`config.mk`:
```
export PLATFORM = sky130hd
export DESIGN_NAME = control_sequencer
export DESIGN_NICKNAME = d
export VERILOG_FILES = /design/src/rtl/control_sequencer.sv
export SDC_FILE = /design/constraint.sdc
export NUM_CORES = 1
export LEC_CHECK = 0
export ABC_AREA = 0
export CORE_MARGIN = 2
export CORE_UTILIZATION = 45
export CTS_CLUSTER_DIAMETER = 120
export DETAILED_ROUTE_END_ITERATION = 10
export HOLD_SLACK_MARGIN = 0.06
export PLACE_DENSITY = 0.8
export SETUP_SLACK_MARGIN = 0.02
export SLEW_MARGIN = 10
export SYNTH_ARGS = -nofsm -noshare
export SYNTH_HDL_FRONTEND = slang
export SYNTH_SLANG_ARGS = --single-unit
```
`constraint.sdc`:
```
create_clock -name clk -period 1.5 [get_ports clk]
set_input_delay 0.3 -clock clk [delete_from_list [all_inputs] [get_ports clk]]
set_output_delay 0.3 -clock clk [all_outputs]
set_load 0.01 [all_outputs]
```
`src/rtl/control_sequencer.sv`:
```
// Fetch/decode/execute controller for the 8-bit processor: walks the program ROM
// and drives the datapath control bundle, which is registered and live only in EXECUTE.
module control_sequencer (
  input  logic       clk,
  input  logic       reset,
  output logic [7:0] instr_addr,
  input  logic [7:0] instr_data,
  output logic [2:0] operation_select,
  output logic       acc_sel,
  output logic [1:0] alu_b_sel,
  output logic [1:0] bank_out_sel,
  output logic [3:0] destination_sel,
  output logic [2:0] source_sel,
  output logic [7:0] bank_data_in,
  output logic       out_valid,
  output logic       halted
);

  typedef enum logic [2:0] {
    S_FETCH, S_DECODE, S_IMM_FETCH, S_IMM_LATCH, S_EXECUTE, S_HALT
  } state_t;

  localparam logic [2:0] CLS_ALU  = 3'b001;
  localparam logic [2:0] CLS_LDI  = 3'b010;
  localparam logic [2:0] CLS_MOV  = 3'b011;
  localparam logic [2:0] CLS_OUT  = 3'b100;
  localparam logic [2:0] CLS_HALT = 3'b111;

  state_t     state_q, state_d;
  logic [7:0] pc_q, pc_d;
  logic [7:0] ir_q, ir_d;
  logic [7:0] imm_q, imm_d;
  logic [2:0] op_q, op_d;
  logic       acc_sel_q, acc_sel_d;
  logic [1:0] b_sel_q, b_sel_d;
  logic [1:0] out_sel_q, out_sel_d;
  logic [3:0] dest_q, dest_d;
  logic [2:0] src_q, src_d;
  logic [7:0] data_q, data_d;
  logic       out_valid_q, out_valid_d;
  logic       halted_q, halted_d;

  always_comb begin
    // NOTE: every variable gets a default before the case so no path leaves it unassigned (no latches).
    state_d = state_q;
    pc_d    = pc_q;
    ir_d    = ir_q;
    imm_d   = imm_q;

    unique case (state_q)
      S_FETCH: state_d = S_DECODE;
      S_DECODE: begin
        ir_d = instr_data;
        pc_d = pc_q + 8'd1;
        case (instr_data[7:5])
          CLS_LDI:  state_d = S_IMM_FETCH;
          CLS_HALT: state_d = S_HALT;
          default:  state_d = S_EXECUTE;
        endcase
      end
      S_IMM_FETCH: state_d = S_IMM_LATCH;
      S_IMM_LATCH: begin
        imm_d   = instr_data;
        pc_d    = pc_q + 8'd1;
        state_d = S_EXECUTE;
      end
      S_EXECUTE: state_d = S_FETCH;
      S_HALT:    state_d = S_HALT;
      default:   state_d = S_FETCH;
    endcase

    // Outputs are decoded from the next-state view so the registered bundle lines up with EXECUTE.
    op_d        = '0;
    acc_sel_d   = 1'b0;
    b_sel_d     = '0;
    out_sel_d   = '0;
    dest_d      = '0;
    src_d       = '0;
    data_d      = '0;
    out_valid_d = 1'b0;
    halted_d    = (state_d == S_HALT);

    if (state_d == S_EXECUTE) begin
      case (ir_d[7:5])
        CLS_ALU: begin
          op_d    = ir_d[4:2];
          b_sel_d = ir_d[1:0];
          dest_d  = 4'b0001;
        end
        CLS_LDI: begin
          src_d     = 3'b100;
          acc_sel_d = 1'b1;
          data_d    = imm_d;
          dest_d    = ir_d[3:0];
        end
        CLS_MOV: begin
          src_d     = {1'b0, ir_d[4:3]};
          acc_sel_d = 1'b1;
          dest_d    = 4'b0001 << ir_d[1:0];
        end
        CLS_OUT: begin
          out_sel_d   = ir_d[1:0];
          out_valid_d = 1'b1;
        end
        default: ;
      endcase
    end
  end

  // NOTE: sequential state uses non-blocking assignments so all flops update together at the edge.
  always_ff @(posedge clk) begin
    if (reset) begin
      state_q     <= S_FETCH;
      pc_q        <= '0;
      ir_q        <= '0;
      imm_q       <= '0;
      op_q        <= '0;
      acc_sel_q   <= 1'b0;
      b_sel_q     <= '0;
      out_sel_q   <= '0;
      dest_q      <= '0;
      src_q       <= '0;
      data_q      <= '0;
      out_valid_q <= 1'b0;
      halted_q    <= 1'b0;
    end else begin
      state_q     <= state_d;
      pc_q        <= pc_d;
      ir_q        <= ir_d;
      imm_q       <= imm_d;
      op_q        <= op_d;
      acc_sel_q   <= acc_sel_d;
      b_sel_q     <= b_sel_d;
      out_sel_q   <= out_sel_d;
      dest_q      <= dest_d;
      src_q       <= src_d;
      data_q      <= data_d;
      out_valid_q <= out_valid_d;
      halted_q    <= halted_d;
    end
  end

  assign instr_addr       = pc_q;
  assign operation_select = op_q;
  assign acc_sel          = acc_sel_q;
  assign alu_b_sel        = b_sel_q;
  assign bank_out_sel     = out_sel_q;
  assign destination_sel  = dest_q;
  assign source_sel       = src_q;
  assign bank_data_in     = data_q;
  assign out_valid        = out_valid_q;
  assign halted           = halted_q;

endmodule

```
==> results of run 1 <==
==> cells by family after synthesis <==
kind of cell | count (synthesis)
and+or+nand+nor | 81
buffers and inverters | 16
adders and majority gates | 1
xor gates and xnor gates | 7
AOI/OAI and AO/OA | 15
DFF | 52
muxes | 21
==> layer usage <==
layer	vias to the layer above	share of wire, %	GRT usage [%]
met5	-	0	0
met4	0	2.4	7.69
met3	10	4.6	3.90
met2	37	52	33.2
met1	766	41	23.6
li1	786	-	-
==> cells in the mapped netlist (2+ instances only) <==
library cell	instances	area, um2
buf_2	2	10.0
mux2i_1	20	200
nor3_1	3	15.0
dfxtp_1	52	1040
nor2b_1	2	12.5
and3_1	2	12.5
nor3b_1	7	52.6
xor2_1	6	52.6
nor2_1	43	161
a311oi_1	2	17.5
buf_6	2	22.5
nand4_1	4	25.0
and3b_1	3	26.3
nand2_1	8	30.0
nand4b_1	2	17.5
clkbuf_1	4	15.0
inv_1	5	18.8
a211oi_1	2	15.0
o21ai_0	2	10.0
nor4_1	2	12.5
==> worst paths after layout <==
check | from | to | slack [ns] | depth (start not counted)
max | state_q[1] | destination_sel[3] | -0.13 | 6
min | imm_q[7] | bank_data_in[7] | 0.49 | 2
max reg2reg | state_q[1] | destination_sel[3] | -0.13 | 6
min reg2reg | imm_q[7] | bank_data_in[7] | 0.49 | 2
==> where the power goes <==
group	total (mW)	switching, mW	internal (mW)
registers	1.45	0.0319	1.42
clock network	0.930	0.435	0.495
logic	0.455	0.223	0.232
total	2.83	0.690	2.14
==> per-stage QoR <==
step	cells	cell area, um2	hold slack [ns]	TNS [ns]	power, mW
global route	310	2830	0.527	-2.47	2.94
finish	310	2830	0.495	-0.885	2.83
CTS	310	2780	0.501	-0.782	2.83
global placement	301	2630	0.474	-14.47	1.88
floorplan	193	2020	0.457	-0.561	1.72
detailed placement	301	2630	0.479	-15.50	1.89
==> registers in the layout (all words and copies together) (netlist names) <==
name and cells:
source_sel 3, acc_sel 1, bank_out_sel 2, imm_q 8, state_q 3, operation_select 3, out_valid 1, alu_b_sel 2
destination_sel 4, instr_addr 8, bank_data_in 8, ir_q 8, halted 1
==> critical path: cells and delay by family, from the launching register on <==
family                 cells  cell delay, ns
DFF                        1            0.36
and+or+nand+nor            2            0.37
AOI/OAI and AO/OA          1            0.23
muxes                      1            0.33
buffers and inverters      2            0.29
==> timing repair <==
item,in CTS,in global routing
cloned,0,0
hold buffers,0,0
setup buffers,1,0
gates resized for setup,24,18
pin swaps,6,3
endpoints found under the setup margin,38,41
==> layout make-up <==
| cell class | instances | area share [%] |
|---|---|---|
| multi-input cells | 125 | 32.8 |
| clock buffers | 6 | 2.56 |
| clock inverters | 2 | 1.24 |
| inverters | 5 | 0.663 |
| flip-flops and latches | 52 | 37.1 |
| well taps | 52 | 2.30 |
| repair buffers | 68 | 23.3 |
==> impl_metrics.ini, run 1 <==
[sta]
fin_skew_ns = 0.00509
tightest_slew_ns = 0.378
max_freq_mhz = 614
finalCritPeriodShare_pct = 109
period_minus_slack_ns = 1.63
hold_violations = 0
rsz0062_at_grt = true
slew_headroom_pct = 74.7
slew_viol_final = 0
setup_violations = 23
worst_slack_ns = -0.129

[finish]
fillers = 344
n_antenna_cell = 0
fin_util_pct = 65.9
multi_input_area_um2 = 930
ff_latch_area_um2 = 1050
drive_gt1_share_pct = 23.3
syn_to_final_growth_pct = 42.4
final_cell_mix = 45 x dfxtp_1, 43 x nor2_1, 23 x buf_4
final_common_cell = dfxtp_1
nets = 268

[logic_synthesis]
ys_ff_latch = 52
synth_xor_area_share_pct = 3.08
syn_nets = 204
ys_seq_area_share_pct = 52.4
ys_types = 40
synth_compound_area_share_pct = 7.11
synth-simple-area-share_pct = 21.7
synth-edff-count = 0
ys.flop_type = dfxtp_1
yosysWarningCount = 0
synth_top_family_by_area = simple AND/OR/NAND/NOR gates
syn_area_um2 = 1990
synth_fa_ha_area_share_pct = 0.629
synthMuxAreaShare_pct = 10.6
synthArstFlopShare_pct = 0
syn_inst = 193
postSynthAreaPerCell_um2 = 10.3

[route]
postRouteAntennaNets = 0
first_pass_iters = 4
wl_per_cell_um = 14.7
via_per_inst = 5.16
drt-total-wl_mm = 4.57
drc = 0
routed-via-count = 1599
drt_first_iter_violations = 112

[clock_network]
cts_tree = yes
clock_latency_ns = 0.30
numCtsBuffers = 5
h-tree-depth = 2
cts-root-buf = clkbuf_8
path_clk_slew_ns = 0.09
cts_buffer_depth = 2
clock_sinks = 52

[power_and_ir_drop]
ir_drop_mv = 0.677
p_per_area_nw_per_um2 = 1000
p_leak_nw = 1.46

[global_routing]
first_global_vias = 1586
antenna_found_initial = 0
grt_pass1_wl_mm = 7.47
grt_max_degree = 27
gr-usage-all-layers_pct = 19.3
grt_overflow = 0

[run]
cap_violations = 0

[critical_path]
cp-start-kind = register
critPathArrivalTime_ns = 1.87
crit_type = reg2reg
cp_cell_sequence = nor3b_4, buf_6, buf_4, mux2_2, o22ai_1, and3b_1
crit_fanout = 4
cp-end-kind = register
cp.required_ns = 1.74
cp_slowest_cell = dfxtp_2
slowest_delay_ns = 0.36

[placed_design]
post-dp-hpwl_mm = 3.13
gp_congestion = 0.824
port_buffers = 42
pre_cts_slack_ns = -0.638

[run_status]
outcome = complete, but fails checks
failed_checks = negative setup slack

[die]
dieArea_um2 = 4970
start_util_pct = 46.3
die_x_um = 70.5
core_area_um2 = 4290
rows = 24
pin_count = 43
die_h_um = 70.5

[hold_path]
min_path_type = reg2reg
(Power assumes the default switching activity.)
==> run 2: changes to the inputs <==
--- a/config.mk
+++ b/config.mk
@@ -6,9 +6,9 @@
 export NUM_CORES = 1
 export LEC_CHECK = 0
 export ABC_AREA = 0
-export CORE_MARGIN = 2
 export CORE_UTILIZATION = 45
 export CTS_CLUSTER_DIAMETER = 120
+export CTS_CLUSTER_SIZE = 30
 export DETAILED_ROUTE_END_ITERATION = 10
 export HOLD_SLACK_MARGIN = 0.06
 export PLACE_DENSITY = 0.8
==> run 2 against run 1 <==
  * The flow still finishes with violations (negative setup slack)
  * Highest routed layer unchanged
  * Combinational power rose by 3%
  * Sequential power barely moved
  * First-iteration DRC count fell by 8.0%
  * Critical path type unchanged
  * Count of clock-buffer cells in the layout fell by 1
==> impl_metrics.ini, run 2 (synthesis results as in run 1) <==
[finish]
nets = 267
ff_latch_area_um2 = 1050
multi_input_area_um2 = 961
final_cell_mix = 47 x dfxtp_1, 43 x nor2_1, 22 x buf_4
fillers = 313
n_antenna_cell = 0
final_common_cell = dfxtp_1
drive_gt1_share_pct = 24.5
syn_to_final_growth_pct = 42.7

[clock_network]
cts_buffer_depth = 2
path_clk_slew_ns = 0.09
cts-root-buf = clkbuf_8
numCtsBuffers = 5
cts_setup_buffers = 0
cts_tree = yes
h-tree-depth = 2
cts_hold_buffers = 0
clock_sinks = 52
clock_latency_ns = 0.31

[run_status]
failed_checks = negative setup slack
outcome = complete, but fails checks

[critical_path]
cp-end-kind = register
critPathArrivalTime_ns = 1.80
cp.required_ns = 1.70
crit_fanout = 7
crit_type = reg2reg
r2r-start = state_q[1]
cp-start-kind = register
worstSetupStartpoint = state_q[1]

[die]
die_x_um = 68.5
dieArea_um2 = 4690
pin_count = 43
rows = 23
start_util_pct = 48.3
core_area_um2 = 4120
die_h_um = 68.5

[placed_design]
gp_congestion = 0.854
port_buffers = 42
pre_cts_slack_ns = -0.619
post-dp-hpwl_mm = 3.07

[hold_path]
min_path_type = reg2reg
worstHoldStart = imm_q[1]

[global_routing]
grt_pass1_wl_mm = 6.89
grt_max_degree = 27
antenna_found_initial = 0
gr-usage-all-layers_pct = 20.5
grt_overflow = 0
first_global_vias = 1444

[run]
cap_violations = 0

[route]
routed-via-count = 1597
postRouteAntennaNets = 0
first_pass_iters = 4
drt_first_iter_violations = 103
drt-total-wl_mm = 4.40
via_per_inst = 5.20
wl_per_cell_um = 14.3
drc = 0

[sta]
slew_headroom_pct = 77.3
rsz0062_at_grt = true
setup_violations = 22
tightest_slew_ns = 0.340
worst_slack_ns = -0.0973
slew_viol_final = 0
max_freq_mhz = 626
finalCritPeriodShare_pct = 106
period_minus_slack_ns = 1.60
fin_skew_ns = 0.00621
hold_violations = 0
tns_ns = -0.830

[power_and_ir_drop]
p_leak_nw = 1.45
ir_drop_mv = 0.716
power_mw = 2.70
p_per_area_nw_per_um2 = 951
==> run 2: worst paths after layout <==
kind	endpoint	slack, ns	cells after the start
worst max-delay path	destination_sel[3]	-0.1	4
worst min-delay path	bank_data_in[1]	0.50	2
worst max register to register	destination_sel[3]	-0.1	4
worst min register to register	bank_data_in[1]	0.50	2
==> run 2: area by class of cell <==
cell class / instances / area share, %
tap: 50 / 2.20
sequential: 52 / 36.9
multi-input combinational: 125 / 33.9
timing repair buffer: 67 / 23.3
clock inverter: 3 / 0.661
inverter: 5 / 0.661
clock buffer: 5 / 2.43
==> run 2: through the flow <==
step	instances	util, %	cell area, um2	hold WS (ns)
floorplan	193	-	2020	0.457
global placement	299	64.2	2640	0.472
detailed placement	299	64.2	2640	0.482
CTS	307	66.5	2740	0.506
global route	307	69.0	2840	0.526
finish	307	69.0	2840	0.498
==> run 2: critical path, cell delays in order (launching register included) <==
cell      delay (ns)
dfxtp_2         0.36
or4b_4          0.49
o2111a_2        0.35
nand3_2         0.12
and3b_1         0.18
==> run 2: metal layers <==
layer | vias up | part of all wire [%] | track usage [%]
li1 | 785 | - | -
met1 | 769 | 47 | 27.6
met2 | 37 | 47 | 30.9
met3 | 6 | 4.3 | 5.00
met4 | 0 | 1.4 | 9.11
met5 | - | 0 | 0
==> run 2: timing repair <==
action	in CTS	in global routing
pin swaps	3	1
endpoints found under the hold margin	0	0
gates cloned	0	0
setup endpoints to repair	37	56
gates resized for setup	20	29
==> run 2: where the power goes <==
group / internal (mW) / total, mW / switching [mW] / leakage [nW]
logic: 0.246 / 0.469 / 0.223 / 0.981
clock network: 0.326 / 0.781 / 0.455 / 0.0479
registers: 1.41 / 1.45 / 0.0347 / 0.423
==> run 3: changes to the inputs <==
--- a/config.mk
+++ b/config.mk
@@ -13,7 +13,6 @@
 export HOLD_SLACK_MARGIN = 0.06
 export PLACE_DENSITY = 0.8
 export SETUP_SLACK_MARGIN = 0.02
-export SLEW_MARGIN = 10
 export SYNTH_ARGS = -nofsm -noshare
 export SYNTH_HDL_FRONTEND = slang
 export SYNTH_SLANG_ARGS = --single-unit
==> results of run 3 <==
Same layout as run 2: the final DEF is identical, and so are final timing and power.
